### src/rtl/sobel_window_gen.sv
// Raster-to-window front end for the sobel edge core: buffers two prior rows
// and emits each interior 3x3 neighbourhood (centre omitted) one cycle after it completes.
module sobel_window_gen #(
  parameter int IMG_W = 64,
  parameter int IMG_H = 64
) (
  input  logic       clk,
  input  logic       rst,
  input  logic       in_valid,
  input  logic       in_sof,
  input  logic [7:0] in_pixel,
  output logic [8:0] p0,
  output logic [8:0] p1,
  output logic [8:0] p2,
  output logic [8:0] p3,
  output logic [8:0] p5,
  output logic [8:0] p6,
  output logic [8:0] p7,
  output logic [8:0] p8,
  output logic       win_valid,
  output logic       eof
);

  localparam int DATA_W = 8;
  localparam int XW = (IMG_W > 2) ? $clog2(IMG_W) : 2;
  localparam int YW = (IMG_H > 2) ? $clog2(IMG_H) : 2;
  localparam logic [XW-1:0] X_LAST = XW'(IMG_W - 1);
  localparam logic [YW-1:0] Y_LAST = YW'(IMG_H - 1);
  localparam logic [XW-1:0] X_TWO  = XW'(2);
  localparam logic [YW-1:0] Y_TWO  = YW'(2);

  logic [XW-1:0]     r_x;
  logic [YW-1:0]     r_y;
  logic [DATA_W-1:0] r_lb_a [IMG_W];
  logic [DATA_W-1:0] r_lb_b [IMG_W];

  logic [DATA_W-1:0] r_c1_top, r_c1_mid, r_c1_bot;
  logic [DATA_W-1:0] r_c2_top, r_c2_mid, r_c2_bot;

  logic [DATA_W-1:0] r_t0_p1, r_t1_p1, r_t2_p1;
  logic [DATA_W-1:0] r_ml_p1, r_mr_p1;
  logic [DATA_W-1:0] r_b0_p1, r_b1_p1, r_b2_p1;
  logic              r_vld_p1;
  logic              r_eof_p1;

  logic [XW-1:0]     w_x;
  logic [DATA_W-1:0] w_a;
  logic [DATA_W-1:0] w_b;
  logic              w_acc;
  logic              w_win;
  logic              w_last;

  // Stage p0: an in_sof pixel is forced to column 0 before addressing the line buffers
  assign w_acc  = in_valid && !rst;
  assign w_x    = in_sof ? '0 : r_x;
  assign w_a    = r_lb_a[w_x];
  assign w_b    = r_lb_b[w_x];
  assign w_win  = in_valid && !in_sof && (r_x >= X_TWO) && (r_y >= Y_TWO);
  assign w_last = in_valid && !in_sof && (r_x == X_LAST) && (r_y == Y_LAST);

  always_ff @(posedge clk) begin
    if (rst) begin
      r_x <= '0;
      r_y <= '0;
    end else if (in_valid) begin
      if (in_sof) begin
        r_x <= XW'(1);
        r_y <= '0;
      end else if (r_x == X_LAST) begin
        r_x <= '0;
        r_y <= (r_y == Y_LAST) ? '0 : r_y + YW'(1);
      end else begin
        r_x <= r_x + XW'(1);
      end
    end
  end

  // Async read above plus clocked write here gives read-before-write on a shared address
  always_ff @(posedge clk) begin
    if (w_acc) begin
      r_lb_b[w_x] <= w_a;
      r_lb_a[w_x] <= in_pixel;
    end
  end

  always_ff @(posedge clk) begin
    if (rst) begin
      r_c1_top <= '0;
      r_c1_mid <= '0;
      r_c1_bot <= '0;
      r_c2_top <= '0;
      r_c2_mid <= '0;
      r_c2_bot <= '0;
    end else if (in_valid) begin
      r_c2_top <= r_c1_top;
      r_c2_mid <= r_c1_mid;
      r_c2_bot <= r_c1_bot;
      r_c1_top <= w_b;
      r_c1_mid <= w_a;
      r_c1_bot <= in_pixel;
    end
  end

  // Stage p1: registered window, held between valid pulses
  always_ff @(posedge clk) begin
    if (rst) begin
      r_vld_p1 <= 1'b0;
      r_eof_p1 <= 1'b0;
      r_t0_p1  <= '0;
      r_t1_p1  <= '0;
      r_t2_p1  <= '0;
      r_ml_p1  <= '0;
      r_mr_p1  <= '0;
      r_b0_p1  <= '0;
      r_b1_p1  <= '0;
      r_b2_p1  <= '0;
    end else begin
      r_vld_p1 <= w_win;
      r_eof_p1 <= w_last;
      if (w_win) begin
        r_t0_p1 <= r_c2_top;
        r_t1_p1 <= r_c1_top;
        r_t2_p1 <= w_b;
        r_ml_p1 <= r_c2_mid;
        r_mr_p1 <= w_a;
        r_b0_p1 <= r_c2_bot;
        r_b1_p1 <= r_c1_bot;
        r_b2_p1 <= in_pixel;
      end
    end
  end

  assign p0        = {1'b0, r_t0_p1};
  assign p1        = {1'b0, r_t1_p1};
  assign p2        = {1'b0, r_t2_p1};
  assign p3        = {1'b0, r_ml_p1};
  assign p5        = {1'b0, r_mr_p1};
  assign p6        = {1'b0, r_b0_p1};
  assign p7        = {1'b0, r_b1_p1};
  assign p8        = {1'b0, r_b2_p1};
  assign win_valid = r_vld_p1;
  assign eof       = r_eof_p1;

endmodule

### config.mk
export PLATFORM = sky130hd
export DESIGN_NAME = sobel_window_gen
export DESIGN_NICKNAME = d
export VERILOG_FILES = /design/src/rtl/sobel_window_gen.sv
export SDC_FILE = /design/constraint.sdc
export NUM_CORES = 1
export LEC_CHECK = 0
export CORE_MARGIN = 3
export CORE_UTILIZATION = 25
export CTS_BUF_LIST = sky130_fd_sc_hd__clkbuf_4
export DETAILED_ROUTE_END_ITERATION = 8
export HOLD_SLACK_MARGIN = 0.12
export SLEW_MARGIN = 25
export SYNTH_ARGS = -nofsm -noshare
export SYNTH_HDL_FRONTEND = slang
export SYNTH_SLANG_ARGS = --single-unit
### constraint.sdc
create_clock -name clk -period 3.8 [get_ports clk]
set_input_delay 0.76 -clock clk [delete_from_list [all_inputs] [get_ports clk]]
set_output_delay 0.76 -clock clk [all_outputs]
set_load 0.005 [all_outputs]
==> results.py <==
metrics = {
    "timing": {
        "worstMarginPinSlew_ns": 1.17,
        "max_freq_mhz": 259,
        "setup_viol": 23,
        "worst_slack_ns": -0.0572,
        "rsz0062_at_grt": "no",
        "tns_ns": -0.834,
        "final-hold-violation-count": 0,
        "fin_skew_ns": 0.116,
        "finalCriticalPeriod_ns": 3.86,
        "drv_slew": 0,
        "relSlewSlack_pct": 21.8,
        "fin_crit_sh_pct": 102,
    },
    "cts": {
        "clk_latency_ns": 1.19,
        "path_clk_slew_ns": 0.07,
        "cts.sinks": 1150,
        "cts_tree": "done",
        "htree_levels": 5,
        "root_buffer": "clkbuf_4",
        "clk_path_buf_depth": 4,
        "cts_buffers": 310,
    },
    "detailed_routing": {
        "postRouteWirelength_microns": 165000,
        "dr.pass1.iters": 6,
        "first_iter_violations": 4434,
        "drc": 0,
        "viasPerCell": 5.15,
        "wire_per_inst_microns": 27.5,
        "vias": 30900,
        "antenna_left": 0,
    },
    "pwr": {
        "power_frac_seq_pct": 53.7,
        "vdd_ir_drop_max_mv": 0.195,
        "p_int_mw": 19.8,
        "p_switching_mw": 6.13,
        "power_frac_clock_pct": 40.4,
        "combPwrFrac_pct": 5.9,
        "p_leak_nw": 17.8,
        "p_per_area_nw_per_um2": 472,
        "power_mw": 25.9,
        "swShare_pct": 23.7,
    },
    "critical_path": {
        "cp.required_ns": 4.61,
        "crit_path_end_kind": "register",
        "path_depth": 9,
        "cp_common_cell": "buf_4",
        "ff2ff_setup_slack_ns": -0.06,
        "critPathLaunchType": "register",
        "crit_slowest_cell": "dfxtp_4",
        "slowest_delay_ns": 0.65,
        "worst-setup-path-type": "reg2reg",
        "crit_family": "simple AND/OR/NAND/NOR gates",
        "path_cells": "or3b_4 -> buf_4 -> buf_4 -> o22a_1 -> a31oi_1 -> nor4_2 -> and4bb_1 -> inv_2 -> buf_12",
        "crit_path_max_fanout": 32,
        "reg2reg_depth": 9,
        "crit_arrival_ns": 4.67,
        "path_buf_inv": 4,
    },
    "floorplanning": {
        "die_area_sq_um": 187000,
        "rows": 155,
        "die_h_microns": 432,
        "io_pins": 86,
        "fp.dieW_microns": 432,
        "start_util_pct": 25.3,
        "coreArea_sq_um": 180000,
    },
    "place": {
        "dp_hpwl_microns": 106000,
        "place_ws_ns": -0.368,
        "place_area_sq_um": 51100,
        "io_buffers": 77,
        "gp_congestion": 0.976,
        "dpl.cell_count": 5470,
    },
    "logic_synthesis": {
        "synth-edff-count": 1024,
        "async_flop_share_pct": 0,
        "synth.distinct_cells": 100,
        "synth-seq-cells": 1150,
        "synth_area_sq_um": 45400,
        "synthCells": 2905,
        "yosys_warnings": 0,
        "synth_area_per_cell_sq_um": 15.6,
        "yosysSeqAreaShare_pct": 73.2,
        "synth_ff_type": "edfxtp_1",
    },
    "global_route": {
        "grt_use_total_pct": 17.1,
        "grt_max_degree": 93,
        "grt_pass1_wl_microns": 229000,
        "grt_pass1_vias": 29800,
        "grt_overflow": 0,
        "antenna_found_initial": 7,
    },
    "outcome": {
        "status": "finished, violations left",
        "violations": "setup timing",
    },
    "finish": {
        "most-common-layout-cells": "edfxtp_1 (1024), clkbuf_4 (440), buf_4 (293)",
        "fin_area_sq_um": 54900,
        "drive_above_1_share_pct": 25.3,
        "synthToLayoutAreaGrowth_pct": 20.8,
        "final_cells": 6000,
        "final_common_cell": "edfxtp_1",
        "largestRegisters": "r_lb_a (512), r_lb_b (512)",
        "fin_nets": 3451,
    },
    "hold_path": {
        "holdCritPathClass": "in2reg",
        "hold_depth": 1,
    },
    "job": {
        "maxCapViolCount": 0,
    },
}
## synth_stat cells (11+ instances only)
cell type / count / area, sq um
edfxtp_1: 1024 / 30700
mux2i_1: 242 / 2420
nor2_1: 178 / 668
nand2_1: 164 / 616
a21oi_1: 132 / 661
dfxtp_1: 126 / 2520
a22oi_1: 80 / 601
o21ai_0: 80 / 400
o22ai_1: 73 / 457
clkbuf_1: 72 / 270
buf_2: 62 / 310
nand3b_1: 46 / 345
a211oi_1: 40 / 300
buf_4: 36 / 270
buf_6: 36 / 405
mux2_2: 34 / 383
a221oi_1: 32 / 280
a22o_1: 28 / 245
nand3_1: 25 / 125
o22a_1: 25 / 219
nand2b_1: 24 / 150
o2bb2ai_1: 24 / 210
a31oi_1: 21 / 131
nor2b_1: 19 / 119
a311oi_1: 18 / 158
a32oi_1: 18 / 158
a2111oi_0: 16 / 140
o221ai_1: 11 / 96.3
## layout make-up
cell class	count	area, sq um
fillers	17900	125000
flip-flops and latches	1150	33300
repair buffers	425	4010
clock inverters	77	367
multi-input cells	1538	10900
well taps	2355	2950
inverters	10	37.5
diodes	5	12.5
clock buffers	440	3300
## cells by family (layout without fill, tap and decap cells)
logic type	count (synthesis)	count (layout)	share of synthesized area, %
muxes	287	287	6.70
xor gates and xnor gates	3	3	0.0578
and+or+nand+nor	552	552	6.20
other	1	13	0.00825
AOI/OAI and AO/OA	684	684	10.7
DFF	1150	1150	73.2
buffers and inverters	224	952	2.98
adders and majority gates	4	4	0.110
## path summary, 6_finish.rpt
check | startpoint | to
max reg2reg | r_x[2]$_SDFFE_PP0P_ | r_lb_b[28][7]$_DFFE_PP_
min reg2reg | r_c2_bot[3]$_SDFFE_PP0P_ | r_b0_p1[3]$_SDFFE_PP0P_
max | r_x[2]$_SDFFE_PP0P_ | r_lb_b[28][7]$_DFFE_PP_
min | in_pixel[6] | r_lb_a[27][6]$_DFFE_PP_
## stage by stage
stage / hold WS [ns] / utilization, %
after global placement: 0.441 / 28.4
after detailed placement: 0.445 / 28.4
after floorplan: 0.431 / -
after global routing: 0.190 / 30.6
after CTS: 0.152 / 30.5
final: 0.282 / 30.6
## power groups by stage
| stage | Sequential, mW | Combinational (mW) | Clock, mW |
|---|---|---|---|
| floorplan | 14.2 | 0.697 | 0 |
| global placement | 14.2 | 1.46 | 0 |
| detailed placement | 14.2 | 1.47 | 0 |
| CTS | 13.9 | 1.49 | 10.6 |
| global route | 13.9 | 1.56 | 11.3 |
| finish | 13.9 | 1.52 | 10.5 |
## repair_timing
item / 4_1_cts / 5_1_grt
hold buffers: 7 / 0
gates resized for setup: 3 / 0
buffers inserted: 0 / 1
endpoints found under the setup margin: 48 / 18
endpoints found under the hold margin: 71 / 0
## per-layer routing
layer / vias to the layer above / global-route usage, % / share of wire (%)
met5: - / 0 / 0.0079
met4: 2 / 9.41 / 5.9
met3: 461 / 4.80 / 12
met2: 2155 / 25.7 / 44
met1: 15600 / 22.2 / 38
li1: 12700 / - / -
Power figures use the tool's default switching activity.
